File: config.mk
export PLATFORM = sky130hd
export DESIGN_NAME = xor_bit_packer
export DESIGN_NICKNAME = d
export VERILOG_FILES = /design/src/rtl/xor_bit_packer.sv
export SDC_FILE = /design/constraint.sdc
export NUM_CORES = 1
export LEC_CHECK = 0
export CELL_PAD_IN_SITES_DETAIL_PLACEMENT = 1
export CELL_PAD_IN_SITES_GLOBAL_PLACEMENT = 1
export CORE_MARGIN = 2
export CORE_UTILIZATION = 40
export CTS_CLUSTER_SIZE = 30
export DETAILED_ROUTE_END_ITERATION = 8
export PLACE_DENSITY_LB_ADDON = 0.08
export SLEW_MARGIN = 20
export SYNTH_ARGS = -nofsm -noshare
export SYNTH_HDL_FRONTEND = slang
export SYNTH_SLANG_ARGS = --single-unit
File: constraint.sdc
create_clock -name CLK -period 9.6 [get_ports CLK]
set_clock_uncertainty 0.15 [all_clocks]
set_input_delay 0.96 -clock CLK [delete_from_list [all_inputs] [get_ports CLK]]
set_output_delay 0.96 -clock CLK [all_outputs]
set_load 0.005 [all_outputs]
File: src/rtl/xor_bit_packer.sv
// xor_bit_packer: packs an en/rdy bit stream LSB-first into WIDTH-bit words
// and queues {word, len, ones} in a DEPTH-entry FIFO for a wide en/rdy sink.
//
// Ports:
//   CLK, RST_N          clock, async active-low reset
//   in_data/in_en/in_rdy  bit-serial input handshake
//   flush               emit the current partial word (held until honoured)
//   out_data/out_len/out_ones  head word, its valid bits and ones count
//   out_en/out_rdy      word output handshake (out_en = FIFO non-empty)
//   count               words currently buffered
module xor_bit_packer #(
    parameter int WIDTH = 8,
    parameter int DEPTH = 4
) (
    input  logic                       CLK,
    input  logic                       RST_N,
    input  logic                       in_data,
    input  logic                       in_en,
    output logic                       in_rdy,
    input  logic                       flush,
    output logic [WIDTH-1:0]           out_data,
    output logic [$clog2(WIDTH):0]     out_len,
    output logic [$clog2(WIDTH):0]     out_ones,
    output logic                       out_en,
    input  logic                       out_rdy,
    output logic [$clog2(DEPTH):0]     count
);

    localparam int LW = $clog2(WIDTH) + 1;
    localparam int CW = $clog2(DEPTH) + 1;
    localparam int PW = $clog2(DEPTH);

    localparam logic [LW-1:0] LAST  = LW'(WIDTH - 1);
    localparam logic [CW-1:0] FULLV = CW'(DEPTH);

    logic [LW-1:0]    bit_cnt;
    logic [LW-1:0]    ones;
    logic [WIDTH-1:0] shreg;
    logic [PW-1:0]    head;
    logic [PW-1:0]    tail;

    logic [WIDTH-1:0] mem_data [DEPTH];
    logic [LW-1:0]    mem_len  [DEPTH];
    logic [LW-1:0]    mem_ones [DEPTH];

    logic             full;
    logic             empty;
    logic             acc;
    logic             complete;
    logic             fl_push;
    logic             push;
    logic             pop;
    logic [WIDTH-1:0] bit_mask;
    logic [WIDTH-1:0] nxt_word;
    logic [LW-1:0]    nxt_cnt;
    logic [LW-1:0]    nxt_ones;

    always_comb begin
        full     = (count == FULLV);
        empty    = (count == '0);
        // Only the last bit of a word needs FIFO space; earlier bits
        // are always absorbed by the shift register.
        in_rdy   = !(bit_cnt == LAST && full);
        acc      = in_en && in_rdy;
        bit_mask = WIDTH'(1) << bit_cnt;
        nxt_word = (acc && in_data) ? (shreg | bit_mask) : shreg;
        nxt_cnt  = bit_cnt + LW'(acc);
        nxt_ones = ones + LW'(acc && in_data);
        complete = acc && (bit_cnt == LAST);
        // A full word already pushes this edge, so flush adds nothing.
        fl_push  = flush && !complete && (nxt_cnt != '0) && !full;
        push     = complete || fl_push;
        pop      = !empty && out_rdy;
    end

    // Storage is not reset; empty entries are masked at the output.
    always_ff @(posedge CLK) begin
        if (push) begin
            mem_data[tail] <= nxt_word;
            mem_len[tail]  <= nxt_cnt;
            mem_ones[tail] <= nxt_ones;
        end
    end

    always_ff @(posedge CLK or negedge RST_N) begin
        if (!RST_N) begin
            bit_cnt <= '0;
            ones    <= '0;
            shreg   <= '0;
            head    <= '0;
            tail    <= '0;
            count   <= '0;
        end else begin
            if (push) begin
                bit_cnt <= '0;
                ones    <= '0;
                shreg   <= '0;
                tail    <= tail + 1'b1;
            end else begin
                bit_cnt <= nxt_cnt;
                ones    <= nxt_ones;
                shreg   <= nxt_word;
            end
            if (pop) begin
                head <= head + 1'b1;
            end
            count <= count + CW'(push) - CW'(pop);
        end
    end

    always_comb begin
        out_en   = !empty;
        out_data = empty ? '0 : mem_data[head];
        out_len  = empty ? '0 : mem_len[head];
        out_ones = empty ? '0 : mem_ones[head];
    end

endmodule

==> impl_metrics.tcl <==
set metrics [dict create \
    outcome "finished clean" \
    rsz0062_at_grt "no" \
    rr_endpoint "count[2]$_DFF_PN0_" \
    grt_max_degree 24 \
    cts_buffers 9 \
    hp-start "head[0]$_DFFE_PN0P_" \
    finalCritPeriodShare_pct 46.71 \
    vias_per_cell 5.163 \
    clock_path_buffers 2 \
    min_path_type "flop to flop" \
    rrSetupSlack_ns 5.12 \
    vias 1802 \
    worstPathRequired_ns 9.73 \
    dr.pass1.iters 4 \
    die_w_um 98.75 \
    cts-resized-gates 0 \
    antenna_left 0 \
    pin_count 27 \
    place_ws_ns 4.716 \
    fill_cells 831 \
    routedWlPerCell_um 19.92 \
    synth.area.mux_share_pct 10.35 \
    overflow 0 \
    min_path_cells 1 \
    finalSetupViolCount 0 \
    ys_warn_count 0 \
    root_buffer "clkbuf_8" \
    setup_ws_ns 5.115 \
    ys_seq_area_share_pct 69.55 \
    postSynthAreaPerCell_um2 17.52 \
    hold_viol_final 0 \
    hold_buffers 0 \
    clock_latency_ns 0.36 \
    ys_types 29 \
    drv_cap 0 \
    synth_compound_area_share_pct 2.753 \
    r2r_start "count[1]$_DFF_PN0_" \
    ff2ff_path_depth 17 \
    post_cts.repair.setup_buffers 0 \
    fin_tns_setup_ns 0 \
    fmax_mhz 223.0 \
    ys.flop_type "edfxtp_1" \
    fin_crit_ns 4.485 \
    dpl_cell_area_um2 3956 \
    ys_ff_latch 87 \
    powerDensity_nw_per_um2 325.4 \
    drv_slew 0 \
    grt_pass1_vias 2023 \
    cts_tree "done" \
    drt_iter0_drc 40 \
    syn_nets 222 \
    wl_mm 6.953 \
    gp_congestion 0.6865 \
    ir_drop_v 0.0001590 \
    synth_edf_count 64 \
    cts_num_sinks 87 \
    synth-adder-area-share_pct 4.042 \
    die_h_um 98.75 \
    critPathMaxFanout 14 \
    holdPathEnd "head[0]$_DFFE_PN0P_" \
    synthSimpleGateAreaFrac_pct 8.711 \
    final_cell_area_um2 4170 \
    p_leak_nw 1.585 \
    crit_path_end_kind "flop" \
    htreeDepth 3 \
    rows 34 \
    antenna_cells 0 \
    hpwlAfterDp_mm 4.583 \
    drc 0 \
    worstPathArrival_ns 4.61 \
    layout-drive-gt1-share_pct 17.01 \
    die-area_um2 9752 \
    io_buffer_count 26 \
    core-area_um2 8721 \
    synth_xor_area_share_pct 2.404 \
    synth_area_um2 3591 \
    grt_first_pass_wirelength_mm 11.39 \
    final_nets 253 \
    worst_pin_slew_ns 0.9536 \
    maxSlewHeadroom_pct 36.42 \
    grt_usage_pct 15.96 \
    antenna_found_initial 0 \
    start_util_pct 41.18 \
    clk_pin_slew_ns 0.08 \
    synthCells 205 \
    worst_setup_path_start_kind "flop" \
    crit_type "flop to flop" \
    synth_top_family_by_area "multiplexers" \
    synth-async-reset-ratio_pct 26.44 \
    syn2layout_area_growth_pct 16.13 \
]
synthesized netlist by cell type, drive strengths merged, types with 2 or more instances:
library cell  number  area, µm²
buf                5      33.78
nor2               4      15.01
a21o               6      45.04
nor2b             15      93.84
ha                10      125.1
xnor2              6      52.55
and2              22      137.6
clkbuf             3      11.26
nand3              3      15.01
a21oi              2      10.01
dfrtp             23      575.6
nor3b              2      15.01
edfxtp            64       1922
nand2              3      11.26
inv                9      33.78
mux4              16      360.4
xor2               3      33.79
per-stage QoR:
stage	util (%)	hold WS [ns]	instances	power [mW]
after global routing	47.82	0.4182	349	1.447
after CTS	47.88	0.4023	349	1.382
after detailed placement	45.37	0.3907	333	1.100
final	47.82	0.3954	349	1.357
after global placement	45.37	0.3666	333	1.075
after floorplan	-	0.3439	205	0.8756
registers in the layout (all words and copies together), names as in the netlist:
name,cells
count,3
mem_data,32
bit_cnt,4
head,2
tail,2
shreg,8
mem_len,16
ones,4
mem_ones,16
how the worst max path moves through the flow:
| stage | end | slack, ns | cells after the start | start |
|---|---|---|---|---|
| floorplan | count[2]$_DFF_PN0_ | 5.83 | 17 | count[1]$_DFF_PN0_ |
| global placement | count[2]$_DFF_PN0_ | 4.90 | 16 | in_en |
| detailed placement | count[2]$_DFF_PN0_ | 4.72 | 16 | in_en |
| CTS | count[2]$_DFF_PN0_ | 5.02 | 17 | count[1]$_DFF_PN0_ |
| global route | count[2]$_DFF_PN0_ | 4.64 | 17 | count[1]$_DFF_PN0_ |
| finish | count[2]$_DFF_PN0_ | 5.12 | 17 | count[1]$_DFF_PN0_ |
cells in the final DEF (no fill, tap or decap), types with 3 or more instances in the layout:
master and n:
a21o_1 6, and2_1 22, clkbuf_8 9, clkdlybuf4s50_1 25, dfrtp_1 23, edfxtp_1 64
ha_1 10, inv_1 9, mux4_2 16, nand2_1 3, nand3_1 3, nor2_1 4
nor2b_1 15, xnor2_1 6
layout make-up:
cell class                      count  area, µm²  area share [%]
Sequential cell                    87       2497           59.89
Clock inverter                      7      95.09           2.280
Timing Repair Buffer               28      270.3           6.481
Tap cell                          108      135.1           3.240
Inverter                            9      33.78          0.8101
Multi-Input combinational cell    101       1015           24.33
Clock buffer                        9      123.9           2.970
logic make-up after synthesis:
logic type      Yosys count
xor+xnor                  9
compound gates           12
mux                      17
buf+inv                  17
simple gates             52
fa+ha+maj                11
flops                    87
power breakdown:
group	total, mW	switching, mW	internal [mW]
registers	0.590	0.0608	0.529
logic	0.487	0.216	0.271
clock network	0.280	0.133	0.147
critical path, cell delays in order, from the launching register on:
cell       delay [ns]
dfrtp_1          0.46
nor3b_1          0.52
nand2_1          0.14
and2_1           0.20
ha_1             0.19
ha_1             0.21
xor2_2           0.26
a2111oi_2        0.10
a211oi_2         0.64
buf_4            0.33
inv_1            0.06
ha_1             0.26
inv_1            0.05
ha_1             0.12
inv_1            0.04
fa_1             0.37
xnor2_1          0.18
xnor2_1          0.14
metal layers:
layer  routed length (µm)  vias to the layer above  track usage, %
met2                 3596                       39           27.29
met4                  129                        0           6.639
li1                     -                      814               -
met3                  187                       14           3.262
met5                    0                        -               0
met1                 3039                      935           19.83
Note: power is estimated with default switching activity, not from simulation.
==> variant: new RTL, same settings <==
One comparison of `bit_cnt` changes from == to >=.
--- a/src/rtl/xor_bit_packer.sv
+++ b/src/rtl/xor_bit_packer.sv
@@ -66,7 +66,7 @@
         nxt_word = (acc && in_data) ? (shreg | bit_mask) : shreg;
         nxt_cnt  = bit_cnt + LW'(acc);
         nxt_ones = ones + LW'(acc && in_data);
-        complete = acc && (bit_cnt == LAST);
+        complete = acc && (bit_cnt >= LAST);
         // A full word already pushes this edge, so flush adds nothing.
         fl_push  = flush && !complete && (nxt_cnt != '0) && !full;
         push     = complete || fl_push;
Function: no difference found for any inputs over 4 cycles, from zero or initial values and one cycle with RST_N low; that may be too few to reach the edited logic, so the function may still have changed.
==> variant against the original RTL <==
Setup slack better by 0.10 ns. Combinational power rose by 2%. Sequential cell count did not move. Maximum frequency is 2.3% higher. Cell area increased by 2.6%. Routed wire length grew 2.5%. Area after synthesis increased by 4.3%. Total power down 0.93%. Critical path type unchanged. Largest power group unchanged.
==> variant: results (changes against the original RTL) <==
Cells and area
  • Share of layout cells above drive strength 1: 18.88% (+1.9 points)
  • Top flop regs: mem_data (32), mem_len (16), mem_ones (16)
  • Final nets: 261 (+3.2%)
  • # diodes: 0 (unchanged)

Logic synthesis
  • Area contributors post-synth: edfxtp_1 51%, dfrtp_1 15%, mux4_2 9.6%
  • Commonest cells post-synth: 64 x edfxtp_1, 23 x dfrtp_1, 17 x and2_1
  • Netlist cell types: 33 (+14%)
  • Number of enable flip-flop cells after synthesis: 64 (unchanged)
  • Post-synth top area share: 51.32% (-2.2 points)
  • Ys async rst share: 26.44% (unchanged)
  • Mapped Cells: 216 (+5.4%)
  • Net count of the mapped netlist: 233 (+5.0%)
  • Register area share after synthesis: 66.69% (-2.9 points)

Worst hold path
  • Min-delay src: count[2]$_DFF_PN0_
  • HP Class: reg -> reg

Power and ir drop
  • Worst vdd ir: 0.1293 mV (-19%)
  • Switching part of the total: 30.74% (+0.58 points)
  • LEAKAGE: 1.617 nW (+2.0%)

Clock tree
  • Num CTS Buffers: 9 (unchanged)
  • Setup Buffers After CTS: 0 (unchanged)
  • Clk buf depth: 2 (unchanged)
  • Worst-Skew Late Latency: 0.34 ns (-0.02 ns)
  • Clk Tree Root Cell: clkbuf_8
  • Clk pin slew, worst setup/hold paths: 0.08 ns (about the same)
  • Clock H-tree levels: 3 (unchanged)

Detailed routing
  • TritonRoute pass-1 iters: 4 (unchanged)
  • Total wire length: 7124 um (+2.5%)
  • Avg WL per Cell: 19.79 um (-0.67%)
  • Via density: 5.328 (+3.2%)
  • Initial drt markers: 48 (+20%)

Worst setup path
  • Setup crit start: count[1]$_DFF_PN0_
  • Maximum fanout along the worst path: 23 (+9)
  • Arr. time, crit path: 4.47 ns (-0.14 ns)

Placement
  • Placement Cell Area: 0.004090 mm2 (+3.4%)
  • Placed Cells: 344 (+3.3%)
  • Routability cong.: 0.6771 (-1.4%)
  • Port Buffers: 26 (unchanged)
  • Placed wire-length estimate: 4458 um (-2.7%)

Timing
  • Headroom to the max-slew limit: 35.96% (-0.46 points)
  • Final slew viol count: 0 (unchanged)

GRT
  • Vias in the first global route: 2054 (+1.5%)
  • Global-route wire length before repair: 11540 um (+1.4%)
  • Overall routing resource usage: 15.64% (-0.32 points)
  • Initial antenna violation count: 0 (unchanged)
  • Pin count of the biggest net entering global routing: 26 (+8.3%)

Run status
  • Run status: finished clean
==> variant: critical path, cell delays in order, from the launching register on <==
cell and delay [ns]:
dfrtp_1 0.46, or3b_1 0.53, nor3_1 0.38, nor2b_1 0.09, ha_1 0.21, ha_1 0.19
xor2_1 0.21, or3_1 0.40, o211a_4 0.38, nor2_1 0.14, ha_1 0.24, inv_1 0.06
ha_1 0.13, inv_1 0.05, fa_1 0.37, xnor2_1 0.14, xnor2_1 0.13
==> variant: path summary, 6_finish.rpt <==
kind,slack [ns],cells past startpoint,end
worst max register to register,5.22,16,count[2]$_DFF_PN0_
min in group asynchronous,0.83,2,head[0]$_DFFE_PN0P_
max in group asynchronous,8.20,2,ones[2]$_DFF_PN0_
worst min register to register,0.37,1,count[2]$_DFF_PN0_
worst min-delay path,0.37,1,count[2]$_DFF_PN0_
worst max-delay path,5.22,16,count[2]$_DFF_PN0_
==> variant: through the flow <==
stage / power (W) / worst slack, ns / hold slack [ns]
2_1_floorplan: 0.0009069 / 5.549 / 0.3430
3_3_place_gp: 0.001114 / 5.144 / 0.3630
3_5_place_dp: 0.001125 / 5.053 / 0.3663
4_1_cts: 0.001371 / 5.134 / 0.3836
5_1_grt: 0.001436 / 4.917 / 0.4008
6_report: 0.001344 / 5.215 / 0.3748
==> variant: per-layer routing <==
metal	up-vias	GRT usage, %	part of all wire, %	wire, um
met1	1015	20.72	45	3236
met4	0	4.320	1.0	74
li1	867	-	-	-
met5	-	0	0	0
met2	30	25.90	51	3604
met3	6	3.745	2.9	209
==> variant: power by group through the flow <==
stage / Clock (W) / Sequential, W / Combinational [W]
after floorplan: 0 / 0.000568 / 0.000339
after global placement: 0 / 0.000613 / 0.000501
after detailed placement: 0 / 0.000616 / 0.000510
after CTS: 0.000252 / 0.000608 / 0.000511
after global routing: 0.000267 / 0.000619 / 0.000551
final: 0.000244 / 0.000604 / 0.000496
==> variant: kinds of logic after synthesis <==
group / share of synthesized area [%]
xor gates and xnor gates: 1.871
DFF: 66.69
adders and majority gates: 3.876
muxes: 9.623
AOI/OAI and AO/OA: 4.377
buffers and inverters: 2.740
and+or+nand+nor: 10.83
==> variant: area by class of cell <==
class                   instances  area, um2
flip-flops and latches         87       2497
fillers                       883       4875
inverters                       9      33.78
multi-input cells             109       1145
repair buffers                 28      275.3
clock inverters                 7      63.81
well taps                     111      138.9
clock buffers                   9      123.9
